File: src/rtl/mario_tile_query_arbiter_if.sv
// Request/response bundle between the movement FSMs and the tile-query arbiter.
interface mario_tile_query_arbiter_if #(
    parameter int NUM_REQ = 3
);
    logic [NUM_REQ-1:0]  req;
    logic signed [31:0]  req_x [NUM_REQ];
    logic signed [31:0]  req_y [NUM_REQ];
    logic [NUM_REQ-1:0]  ack;
    logic [1:0]          grant_id;
    logic [7:0]          tile_code;
    logic                tile_solid;
    logic                busy;

    modport master (
        output req, req_x, req_y,
        input  ack, grant_id, tile_code, tile_solid, busy
    );

    modport slave (
        input  req, req_x, req_y,
        output ack, grant_id, tile_code, tile_solid, busy
    );
endinterface

File: src/rtl/mario_tile_query_arbiter.sv
// Shared background-tile lookup server: round-robin arbitration among movers,
// pixel-to-tile conversion and a one-cycle ack carrying the tile code and solid flag.
module mario_tile_query_arbiter #(
    parameter int         NUM_REQ       = 3,
    parameter logic [7:0] BDR           = 8'd0,
    parameter logic [7:0] SKY           = 8'd1,
    parameter logic [7:0] BLK           = 8'd2,
    parameter logic [7:0] GND           = 8'd3,
    parameter int         SCREEN_WIDTH  = 640,
    parameter int         SCREEN_HEIGHT = 480,
    parameter int         BLOCK_WIDTH   = 40
) (
    input  logic                    movement_clock,
    input  logic                    reset,
    input  logic [11:0][16:0][7:0]  background,
    mario_tile_query_arbiter_if.slave bus
);

    typedef enum logic [1:0] {IDLE, LOOKUP, RESPOND} state_t;

    state_t             state_q, state_d;
    logic [1:0]         grant_q, grant_d;
    logic [1:0]         last_grant_q, last_grant_d;
    logic signed [31:0] lat_x_q, lat_x_d;
    logic signed [31:0] lat_y_q, lat_y_d;
    logic [7:0]         tile_code_q, tile_code_d;
    logic               tile_solid_q, tile_solid_d;
    logic [1:0]         winner;
    logic [1:0]         rr_idx;
    logic               found;
    logic [7:0]         lookup_code;

    // Off-screen coordinates and anything outside the 12x17 map read as border.
    function automatic logic [7:0] map_lookup(input logic signed [31:0] x,
                                              input logic signed [31:0] y,
                                              input logic [11:0][16:0][7:0] map);
        logic signed [31:0] row;
        logic signed [31:0] col;
        logic [7:0]         code;
        code = BDR;
        row  = '0;
        col  = '0;
        if (x >= 0 && x < SCREEN_WIDTH && y >= 0 && y < SCREEN_HEIGHT) begin
            col = x / BLOCK_WIDTH;
            row = y / BLOCK_WIDTH;
            if (row <= 11 && col <= 16) begin
                code = map[row[3:0]][col[4:0]];
            end
        end
        return code;
    endfunction

    function automatic logic is_solid(input logic [7:0] code);
        return (code == BLK) || (code == GND) || (code == BDR);
    endfunction

    assign lookup_code = map_lookup(lat_x_q, lat_y_q, background);

    // Round-robin search starting just after the last served requester.
    always_comb begin
        winner = last_grant_q;
        found  = 1'b0;
        rr_idx = '0;
        for (int k = 1; k <= NUM_REQ; k++) begin
            rr_idx = 2'((int'(last_grant_q) + k) % NUM_REQ);
            if (!found && bus.req[rr_idx]) begin
                winner = rr_idx;
                found  = 1'b1;
            end
        end
    end

    // State register; reset aborts any transaction in flight.
    always_ff @(posedge movement_clock or negedge reset) begin
        if (!reset) begin
            state_q <= IDLE;
        end else begin
            state_q <= state_d;
        end
    end

    // Next-state logic: one cycle each for grant, lookup and response.
    always_comb begin
        state_d = state_q;
        unique case (state_q)
            IDLE:    if (found) state_d = LOOKUP;
            LOOKUP:  state_d = RESPOND;
            RESPOND: state_d = IDLE;
            default: state_d = IDLE;
        endcase
    end

    // Outputs decoded from the current state; ack only while responding.
    always_comb begin
        bus.ack  = '0;
        bus.busy = (state_q != IDLE);
        if (state_q == RESPOND) begin
            bus.ack[grant_q] = 1'b1;
        end
    end

    assign bus.grant_id   = grant_q;
    assign bus.tile_code  = tile_code_q;
    assign bus.tile_solid = tile_solid_q;

    // Datapath next values: capture at grant, look up once, remember the winner on response.
    always_comb begin
        grant_d      = grant_q;
        last_grant_d = last_grant_q;
        lat_x_d      = lat_x_q;
        lat_y_d      = lat_y_q;
        tile_code_d  = tile_code_q;
        tile_solid_d = tile_solid_q;
        unique case (state_q)
            IDLE: begin
                if (found) begin
                    grant_d = winner;
                    lat_x_d = bus.req_x[winner];
                    lat_y_d = bus.req_y[winner];
                end
            end
            LOOKUP: begin
                tile_code_d  = lookup_code;
                tile_solid_d = is_solid(lookup_code);
            end
            RESPOND: last_grant_d = grant_q;
            default: ;
        endcase
    end

    // Control and result registers with their reset values.
    always_ff @(posedge movement_clock or negedge reset) begin
        if (!reset) begin
            grant_q      <= '0;
            last_grant_q <= 2'(NUM_REQ - 1);
            tile_code_q  <= SKY;
            tile_solid_q <= 1'b0;
        end else begin
            grant_q      <= grant_d;
            last_grant_q <= last_grant_d;
            tile_code_q  <= tile_code_d;
            tile_solid_q <= tile_solid_d;
        end
    end

    // Latched coordinates are pure data and need no reset.
    always_ff @(posedge movement_clock) begin
        lat_x_q <= lat_x_d;
        lat_y_q <= lat_y_d;
    end

endmodule
File: src/flat_wrapper.sv
// flat-port wrapper written by rule: the top's interface ports become plain ports
module mario_tile_query_arbiter_flat 
#(
    parameter int         NUM_REQ       = 3,
    parameter logic [7:0] BDR           = 8'd0,
    parameter logic [7:0] SKY           = 8'd1,
    parameter logic [7:0] BLK           = 8'd2,
    parameter logic [7:0] GND           = 8'd3,
    parameter int         SCREEN_WIDTH  = 640,
    parameter int         SCREEN_HEIGHT = 480,
    parameter int         BLOCK_WIDTH   = 40
)
  (movement_clock, reset, background, bus_req, bus_req_x, bus_req_y, bus_ack, bus_grant_id, bus_tile_code, bus_tile_solid, bus_busy);
  mario_tile_query_arbiter_if #(.NUM_REQ(NUM_REQ)) bus_i ();
  input  logic movement_clock;
  input  logic reset;
  input  logic [11:0][16:0][7:0] background;
  input wire logic [$bits(bus_i.req)-1:0] bus_req;
  input wire logic [$bits(bus_i.req_x)-1:0] bus_req_x;
  input wire logic [$bits(bus_i.req_y)-1:0] bus_req_y;
  output wire logic [$bits(bus_i.ack)-1:0] bus_ack;
  output wire logic [$bits(bus_i.grant_id)-1:0] bus_grant_id;
  output wire logic [$bits(bus_i.tile_code)-1:0] bus_tile_code;
  output wire logic [$bits(bus_i.tile_solid)-1:0] bus_tile_solid;
  output wire logic [$bits(bus_i.busy)-1:0] bus_busy;
  assign bus_i.req = bus_req;
  assign bus_i.req_x = {>>{bus_req_x}};
  assign bus_i.req_y = {>>{bus_req_y}};
  assign bus_ack = bus_i.ack;
  assign bus_grant_id = bus_i.grant_id;
  assign bus_tile_code = bus_i.tile_code;
  assign bus_tile_solid = bus_i.tile_solid;
  assign bus_busy = bus_i.busy;
  mario_tile_query_arbiter #(.NUM_REQ(NUM_REQ), .BDR(BDR), .SKY(SKY), .BLK(BLK), .GND(GND), .SCREEN_WIDTH(SCREEN_WIDTH), .SCREEN_HEIGHT(SCREEN_HEIGHT), .BLOCK_WIDTH(BLOCK_WIDTH)) u_core (.movement_clock(movement_clock), .reset(reset), .background(background), .bus(bus_i));
endmodule
File: config.mk
export PLATFORM = sky130hd
export DESIGN_NAME = mario_tile_query_arbiter_flat
export DESIGN_NICKNAME = d
export VERILOG_FILES = /design/src/rtl/mario_tile_query_arbiter_if.sv /design/src/rtl/mario_tile_query_arbiter.sv /design/src/flat_wrapper.sv
export SDC_FILE = /design/constraint.sdc
export NUM_CORES = 1
export LEC_CHECK = 0
export CAP_MARGIN = 10
export CORE_AREA = 3 3 723 725
export DETAILED_ROUTE_END_ITERATION = 10
export DIE_AREA = 0 0 726 728
export GPL_TIMING_DRIVEN = 0
export HOLD_SLACK_MARGIN = 0.05
export PLACE_DENSITY = 0.3
export SLEW_MARGIN = 20
export SYNTH_ARGS = -nofsm -noshare
export SYNTH_HDL_FRONTEND = slang
export SYNTH_SLANG_ARGS = --single-unit
export TNS_END_PERCENT = 1
File: constraint.sdc
create_clock -name movement_clock -period 21.8 [get_ports movement_clock]
set_input_delay 2.18 -clock movement_clock [delete_from_list [all_inputs] [get_ports movement_clock]]
set_output_delay 2.18 -clock movement_clock [all_outputs]
set_load 0.005 [all_outputs]
Word level (Yosys, flattened, before mapping) --
Index checks and enable logic that the tools add are counted. Widths: inputs -> output; s select.
Cells by class: bitwise gates (word level) 1, reductions and logical operators 15, $lt $le $gt $ge 14, $add $sub $neg 3, muxes and demuxes 29, equal/unequal tests 5, div/mod/pow operators 5
Operators with widths (count):
- $bmux 136 s4 | 1
- $mux 136 | 1
- $bmux 32 s2 | 2
- $mux 32 | 4
- $mod 32x3->32 const B | 3
- $div 32x7->32 const B | 2
- $ge 32x1->1 const B | 2
- $bmux 8 s5 | 1
- $le 32x5->1 const B | 1
- $le 32x6->1 const B | 1
- $lt 32x10->1 const B | 1
- $lt 32x11->1 const B | 1
- $mux 8 | 3
- $eq 8x2->1 const B | 2
- $lt 2x3->1 const B | 4
- $logic_not 8->1 | 1
- $mux 2 | 4
- $logic_and 1x1->1 | 7
- $mux 1 | 7
- $add 2x2->3 const B | 2
- $bmux 1 s2 | 3
- $lt 5x6->1 const B | 1
- $lt 4x5->1 const B | 1
- $pmux 2 s2 | 1
- 14 further kinds | 16
Storage, ports and cells: logic and storage cells 79, register bits 79, output and inout bits 15, input port bits 1829

Depth between registers and ports, before layout --
Gate-level depths: netlist of the first run.
depth after elaboration 15, gate-level depth with buffers 67

Worst setup path before layout of the first run --
Ideal clock, no wire load.
kind register to register, start point register u_core.lat_y_q[11], end point register u_core.tile_solid_q (netlist: u_core.bus.tile_solid), stages on the path, launching flop included 59, data arrival time 15.430 ns, period minus slack after synthesis 15.534 ns, path slack 6.266 ns, library setup time 0.104 ns, cell sequence edfxtp_1 > or4_4 > or4b_4 > buf_6 > o41ai_2 > xnor2_1 > a211oi_1 > o21ai_1 > a21oi_1 > a221o_1 > nor4_4 > mux2_2 > nor3_2 > a21oi_2 > or3_1 > and4_1 > or3_1 > a32o_1 > [23 not listed] > buf_4 > buf_4 > buf_4 > buf_4 > ha_1 > nand2b_1 > xnor2_2 > buf_2 > buf_2 > buf_1 > mux4_2 > mux2i_1 > o21ai_0 > o221ai_1 > o22ai_1 > a221oi_1 > a21oi_1 > o41ai_2
On the way: longest elaborated chain between the ends 10
RTL lines:
- from (decl) | line mario_tile_query_arbiter.sv:25 | logic signed [31:0] lat_y_q, lat_y_d;
- from (signal assigned) | line mario_tile_query_arbiter.sv:149 | lat_y_q <= lat_y_d;
- $div 32x7->32 | line mario_tile_query_arbiter.sv:45 | row = y / BLOCK_WIDTH;
- $bmux 136 s4 | line mario_tile_query_arbiter.sv:47 | code = map[row[3:0]][col[4:0]];
- $mux 136 (not written as such) | line mario_tile_query_arbiter.sv:47
- $bmux 8 s5 | line mario_tile_query_arbiter.sv:47
- $mux 8 (not written as such) | line mario_tile_query_arbiter.sv:47
- $mux 8 | line mario_tile_query_arbiter.sv:46 | if (row <= 11 && col <= 16) begin
- $mux 8 * | line mario_tile_query_arbiter.sv:43 | if (x >= 0 && x < SCREEN_WIDTH && y >= 0 && y < SCREEN_HEIGHT) begin
- $eq 8x2->1 | line mario_tile_query_arbiter.sv:54 | return (code == BLK) || (code == GND) || (code == BDR);
- $logic_or 1x1->1 | line mario_tile_query_arbiter.sv:54
- $logic_or 1x1->1 * | line mario_tile_query_arbiter.sv:54
- to (signal assigned) | line mario_tile_query_arbiter.sv:142 | tile_solid_q <= tile_solid_d;
- to (decl) | line mario_tile_query_arbiter.sv:27 | logic tile_solid_q, tile_solid_d;
Mark *: on every way between the ends. The rest lies on a longest branch, timed or not. The select of a mux whose other input is x is not followed. A chain may end at the register's enable or synchronous reset.

Final worst setup path of the first run --
start point register u_core.lat_x_q[6], end point register u_core.tile_solid_q (netlist: u_core.bus.tile_solid)
On the way: longest elaborated chain between the ends 8
RTL lines:
- from (decl) | line mario_tile_query_arbiter.sv:24 | logic signed [31:0] lat_x_q, lat_x_d;
- from (signal assigned) | line mario_tile_query_arbiter.sv:148 | lat_x_q <= lat_x_d;
- $div 32x7->32, or another cell as far along | line mario_tile_query_arbiter.sv:44 | col = x / BLOCK_WIDTH;
- $le 32x6->1, or another cell as far along | line mario_tile_query_arbiter.sv:46
- $logic_and 1x1->1, or another cell as far along | line mario_tile_query_arbiter.sv:46
- $mux 8 or $logic_and 1x1->1 (tied branches) | line mario_tile_query_arbiter.sv:46, mario_tile_query_arbiter.sv:43
- $mux 8 * | line mario_tile_query_arbiter.sv:43
- $eq 8x2->1 | line mario_tile_query_arbiter.sv:54
- $logic_or 1x1->1 | line mario_tile_query_arbiter.sv:54
- $logic_or 1x1->1 * | line mario_tile_query_arbiter.sv:54
Marks and branches as above.

==> metrics.md, run 1 <==
| Metric | Value |
|---|---|
| Max Cap Viol | 0 |
| Via density per instance | around 3.5 |
| Die Width | just over 700 um |
| Worst-Skew Late Latency | approximately 0.37 ns |
| TritonCTS clock tree | built |
| Clk slew on worst S/H paths | around 0.070 ns |
| Initial antenna violation count | around 710 |
| R2R Setup Slk | a little over 0.9 ns |
| Synth unique cells | 110 |
| DRC viols | 0 |
| Final period util | 0.9579 |
| Mux share of post-synthesis cell area | 0.4212 |
| Compound-Gate Fraction of Synth Area | 0.2474 |
| Max incr delay on CP | ~0.84 ns |
| IO Count | ~1800 |
| RR Endpoint | u_core.bus.tile_solid$_DFFE_PN0N_ |
| Largest family of logic cells by synthesized area | multiplexers |
| WHS Path Cells | 2 |
| Crit end category | flip-flop |
| Tot GR Track Use | 0.2109 |
| Max clock buf depth | 2 |
| Area Overhead vs Synth | 109.7% |
| Hold Crit Endpoint | u_core.bus.tile_code[1]$_DFFE_PN0N_ |
| Adder-Cell Fraction of Synth Area | 0.004474 |
| Critical path launch point type | flip-flop |
| Pins over their slew limit | 0 |
| Post-layout nets | around 6500 |
| Utilization after layout | 0.1067 |
| Status | finished clean |
| Largest net degree at the start of global routing | 24 |
| CP max-delay cell | nor4_2 |
| Setup CP Type | reg -> reg |
| CP Buf/Inv Count | 11 |
| Family with the most delay on the worst path | compound AO/OA/AOI/OAI gates |
| HP Class | reg -> reg |
| Htree depth | 3 |
| Final hold vios | 0 |
| Vias post-DR | between 40000 and 50000 |
| Post-route cell area | approximately 55000 sq um |
| Post-Syn Area | around 26000 sq um |
| XOR/XNOR Fraction of Synth Area | 0.04122 |
| Setup TNS | 0 ns |
| Yosys warns | 0 |
| TritonRoute pass-1 iters | 7 |
| IO Port Bufs | between 1500 and 2000 |
| First-pass GRT wire length | 669600 um |
| Initial core utilization | 0.05088 |
| Max Fclk | 0.04789 GHz |
| Post-DRT Antenna Nets | 0 |
| Die area | around 530000 sq um |
| Maximum fanout along the worst path | 10 |
| Max_slew headroom | 0.07859 |
| Row count | between 200 and 300 |
| Final setup viols | 0 |
| Slew @ Worst Pin | between 1 and 1.5 ns |
| Asr flop ratio synth | 0.1899 |
| Placement Cell Area | 53430 sq um |
| Launching point of the worst reg2reg path | u_core.lat_x_q[6]$_DFFE_PP_ |
| Post-Synth Simple-Gate Area | 0.1476 |
| Layout Skew | roughly 0.0087 ns |
| Share of layout cells above drive strength 1 | 0.1591 |
| Congestion Overflow GR | 0 |
| Synth Flop Type | edfxtp_1 |
| Sink Count | just under 80 |
| Syn_nets | between 4000 and 5000 |
| Reg2Reg Depth | 55 |
| Detailed placement HPWL | 535500 um |
| Post-synthesis sequential area ratio | 0.08748 |
| RSZ-0062 raised after global routing | false |
| Critical path arrival | between 20 and 25 ns |
| Die Y | 728 um |
| Total CTS buffers | 9 |
| Core ar. | just over 500000 sq um |
| Vias in the first global route | around 38000 |
| Syn Inst Count | 2878 |
| DRT Wirelength | 583900 um |
| Root buf cell | clkbuf_16 |
| HP Start | u_core.bus.tile_code[1]$_DFFE_PN0N_ |
| Routability cong. | 1.015 |
| Syn Area/Cell | a little over 9 sq um |
| DRT iter0 DRCs | roughly 4500 |
| Synth Register Bits | about 80 |
| Post-synth EDFFs | between 60 and 70 |
| Routed len/inst | 48.84 um |
| Min Tclk post-route | between 20 and 25 ns |
| Worst endpoint required time | about 22 ns |
-- layout make-up --
type / count / area [sq um]
flip-flops and latches: 79 / 2300
fillers: 59800 / 461500
plain buffers: 238 / 1434
multi-input cells: 2531 / 23150
well taps: 6916 / 8653
clock buffers: 9 / 225.2
clock inverters: 7 / 71.32
inverters: 30 / 116.4
diodes: 343 / 858.3
repair buffers: 1802 / 18300
-- routing by layer --
metal,up-vias,part of all wire,track usage
met2,3330,0.46,0.3448
met4,208,0.042,0.07028
li1,15940,-,-
met1,21190,0.42,0.2645
met3,1077,0.081,0.06121
met5,-,0.0023,0
-- flip-flops by register name (all words and copies together) (netlist names) --
name                   cells
u_core.bus.tile_solid      1
u_core.lat_y_q            32
u_core.bus.grant_id        2
u_core.state_q             2
u_core.lat_x_q            32
u_core.bus.tile_code       8
u_core.last_grant_q        2
-- kinds of logic after synthesis --
kind of cell    count (synthesis)
mux                           680
buf+inv                       268
fa+ha+maj                      10
simple gates                  807
xor+xnor                      122
compound gates                912
flops                          79
-- worst min-delay path: stages (launching register included) --
cell     delay (ns)
dfrtp_1        0.34
nand2_1        0.05
o31ai_1        0.06
-- how the worst max path moves through the flow --
stage	from	endpoint	slack, ns	cells after the start
6_report	u_core.lat_x_q[6]$_DFFE_PP_	u_core.bus.tile_solid$_DFFE_PN0N_	0.92	55
5_1_grt	u_core.lat_y_q[11]$_DFFE_PP_	u_core.bus.tile_solid$_DFFE_PN0N_	0.03	62
4_1_cts	u_core.lat_y_q[11]$_DFFE_PP_	u_core.bus.tile_solid$_DFFE_PN0N_	0.03	61
3_5_place_dp	u_core.lat_y_q[5]$_DFFE_PP_	u_core.bus.tile_solid$_DFFE_PN0N_	-2.79	57
3_3_place_gp	u_core.lat_y_q[5]$_DFFE_PP_	u_core.bus.tile_code[5]$_DFFE_PN0N_	-6.69	53
2_1_floorplan	u_core.lat_y_q[11]$_DFFE_PP_	u_core.bus.tile_solid$_DFFE_PN0N_	6.27	58
-- repair_timing --
| item | 4_1_cts | 5_1_grt |
|---|---|---|
| setup endpoints to repair | 9 | 9 |
| hold buffers | 0 | 0 |
| buffers inserted | 4 | 4 |
| pin swaps | 1 | 1 |
| gates resized for setup | 62 | 56 |
-- cell usage after synthesis (all sizes together) (18+ instances only) --
cell type	count	area [sq um]
xor2	53	471.7
nand2b	20	125.1
o221ai	27	236.5
edfxtp	64	1922
a31oi	34	212.7
o22ai	24	150.1
a221oi	32	286.5
mux4	334	7522
a21o	33	247.7
or2	22	137.6
a32oi	18	157.7
a21oi	166	834.6
inv	29	108.9
clkbuf	107	401.6
mux2i	283	2840
o41ai	19	260.3
o211ai	35	267.8
nor4	39	265.3
nand3	57	285.3
o21ai	201	1006
or3	21	136.4
or4	23	183.9
a211oi	44	340.3
buf	131	817.0
nand2	283	1065
xnor2	69	611.8
nand4	38	237.7
nor2	162	608.1
mux2	63	709.4
nor3	88	450.4
o31ai	31	232.7
-- metrics by stage --
stage               instances  hold WS [ns]  setup slack [ns]
floorplan                2878        0.4698             6.266
global placement        11550        0.4816            -6.689
detailed placement      11590        0.4768            -2.786
CTS                     11610        0.4931           0.02942
global route            11770        0.5139           0.03080
finish                  11960        0.4872            0.9182
-- layout by cell type (no fill, tap or decap), drive strengths merged, types with 120 or more instances in the layout --
master | Yosys | routed
clkdlybuf4s50 | 0 | 1758
diode | 0 | 343
mux4 | 334 | 334
nand2 | 283 | 283
mux2i | 283 | 283
o21ai | 201 | 201
buf | 131 | 169
a21oi | 166 | 166
nor2 | 162 | 162
clkbuf | 107 | 120
Power of run 1 is left out: the tool's default activity adds up to more than one toggle a clock period on the data nets, which glitch-free logic cannot reach.
==> inputs of run 2 (changes only) <==
- PLACE_DENSITY: 0.3 -> not set
==> run 2 against run 1 <==
Effect of this change: non-clock buffer count down 8; flip-flop and latch count unchanged; cell count grew 0.52%; design area is 0.21% lower; via count down 1.2%; global-route usage is 0.93 points lower; critical path type unchanged.
==> metrics.md, run 2 (same netlist as run 1, synthesis figures left out) <==
| Metric | Value |
|---|---|
| Status | finished clean |
| Post-layout nets | about 6500 |
| Final hold vios | 0 |
| Slew @ Worst Pin | between 1 and 1.5 ns |
| CP max-delay cell | mux2i_1 |
| Max incr delay on CP | roughly 0.66 ns |
| IO Port Bufs | roughly 1800 |
| CTS Hold Bufs | 0 |
| Critical path launch point type | flip-flop |
| Placement Cell Area | about 53000 sq um |
| HP Start | u_core.bus.tile_code[2]$_DFFE_PN0N_ |
| Cell count after placement | approximately 12000 |
| Max Cap Viol | 0 |
| Die Width | 726 um |
| Total CTS buffers | 9 |
| Final setup viols | 0 |
| DRT Wirelength | approximately 560000 um |
| Vias in the first global route | between 30000 and 40000 |
| Worst endpoint required time | approximately 22 ns |
| CP startpoint | u_core.lat_y_q[11]$_DFFE_PP_ |
| R2R Setup Slk | about 0.73 ns |
| Max Fclk | between 0.04 and 0.05 GHz |
| Critical path arrival | ~21 ns |
| Most frequent cells in the layout | 1757 x clkdlybuf4s50_1, 334 x mux4_2, 281 x nand2_1 |
| Setup CP Type | reg -> reg |
| Max_slew headroom | 0.09016 |
| Row count | 264 |
| Initial antenna violation count | around 770 |
| Routability cong. | ~0.95 |
| Die Y | approximately 730 um |
| Final Non-Filler Cells | about 12000 |
| Sink Count | between 70 and 80 |
| Tot GR Track Use | 0.2017 |
| Detailed placement HPWL | about 510000 um |
| Die area | 528500 sq um |
| Post-route cell area | 55000 sq um |
| DRT iter0 DRCs | approximately 4600 |
| TritonRoute pass-1 iters | 6 |
| Core ar. | 516600 sq um |
| Pins over their slew limit | 0 |
| Family with the most delay on the worst path | simple AND/OR/NAND/NOR gates |
| Clk slew on worst S/H paths | around 0.12 ns |
| Min Tclk post-route | 21.07 ns |
| Congestion Overflow GR | 0 |
| Htree depth | 3 |
| Via density per instance | between 3 and 4 |
| Worst-Skew Late Latency | ~0.47 ns |
| Root buf cell | clkbuf_16 |
| Post-DRT Antenna Nets | 0 |
| Initial core utilization | 0.05088 |
| Launching point of the worst reg2reg path | u_core.lat_y_q[11]$_DFFE_PP_ |
| First-pass GRT wire length | roughly 640000 um |
| CP Buf/Inv Count | 12 |
| TritonCTS clock tree | built |
| Layout Skew | between 0.07 and 0.08 ns |
| Routed len/inst | roughly 46 um |
| Largest net degree at the start of global routing | 21 |
| Area Overhead vs Synth | 109.2% |
| IO Count | around 1800 |
| HP Class | reg -> reg |
| Share of layout cells above drive strength 1 | 0.1559 |
| RSZ-0062 raised after global routing | false |
| Crit end category | flip-flop |
| DRC viols | 0 |
| Crit-path most repeated cell | mux2i_1 |
| Vias post-DR | between 40000 and 50000 |
| Most common cell after layout, fill and taps aside | clkdlybuf4s50_1 |
| Maximum fanout along the worst path | 14 |
| Final period util | 0.9667 |
| Max clock buf depth | 2 |
-- run 2: path summary, 6_finish.rpt --
check                                                            to  cells past startpoint
min in group asynchronous       u_core.bus.tile_code[7]$_DFFE_PN0N_                      1
worst max-delay path              u_core.bus.tile_solid$_DFFE_PN0N_                     57
max in group asynchronous        u_core.last_grant_q[1]$_DFFE_PN1P_                      2
worst min register to register  u_core.bus.tile_code[2]$_DFFE_PN0N_                      2
worst min-delay path            u_core.bus.tile_code[2]$_DFFE_PN0N_                      2
worst max register to register    u_core.bus.tile_solid$_DFFE_PN0N_                     57
-- run 2: what timing repair did --
action                                  4_1_cts  5_1_grt
buffers inserted                              2        3
gates resized for setup                      30       28
endpoints found under the setup margin        9        9
pin swaps                                     1        1
-- run 2: final cells by class --
cell class	count	area (sq um)
fill	59700	461600
sequential	79	2300
clock inverter	7	108.9
tap	6916	8653
inverter	30	112.6
multi-input combinational	2531	23040
timing repair buffer	1795	18180
clock buffer	9	225.2
buffer	237	1341
antenna	413	1033
-- run 2: worst reg2reg max path: cells and delay by family, from the launching register on --
family                   cells  cell delay (ns)
XOR/XNOR                     2             0.44
AO/OA/AOI/OAI               17             5.88
adder cells (fa/ha/maj)      1             0.25
AND/OR/NAND/NOR             17             6.12
buffers and inverters       12             4.85
multiplexers                 8             2.96
flip-flops                   1             0.52
-- run 2: routing by layer --
layer	global-route usage	routed length [um]	up-vias
met5	0	2101	-
met4	0.07691	26530	320
met3	0.09334	63260	1216
met2	0.3364	260000	3445
met1	0.2227	204700	20230
li1	-	-	16020
-- run 2: stage by stage --
step | util | hold slack [ns] | setup WS [ns] | setup TNS (ns)
after global placement | 0.1017 | 0.4706 | -4.492 | -32.61
after floorplan | - | 0.4698 | 6.266 | 0
after global routing | 0.1057 | 0.5290 | 0.03458 | 0
after detailed placement | 0.1033 | 0.4807 | -1.927 | -10.67
after CTS | 0.1042 | 0.5107 | 0.1058 | 0
final | 0.1065 | 0.5003 | 0.7252 | 0
Power of run 2 is left out for the same reason.
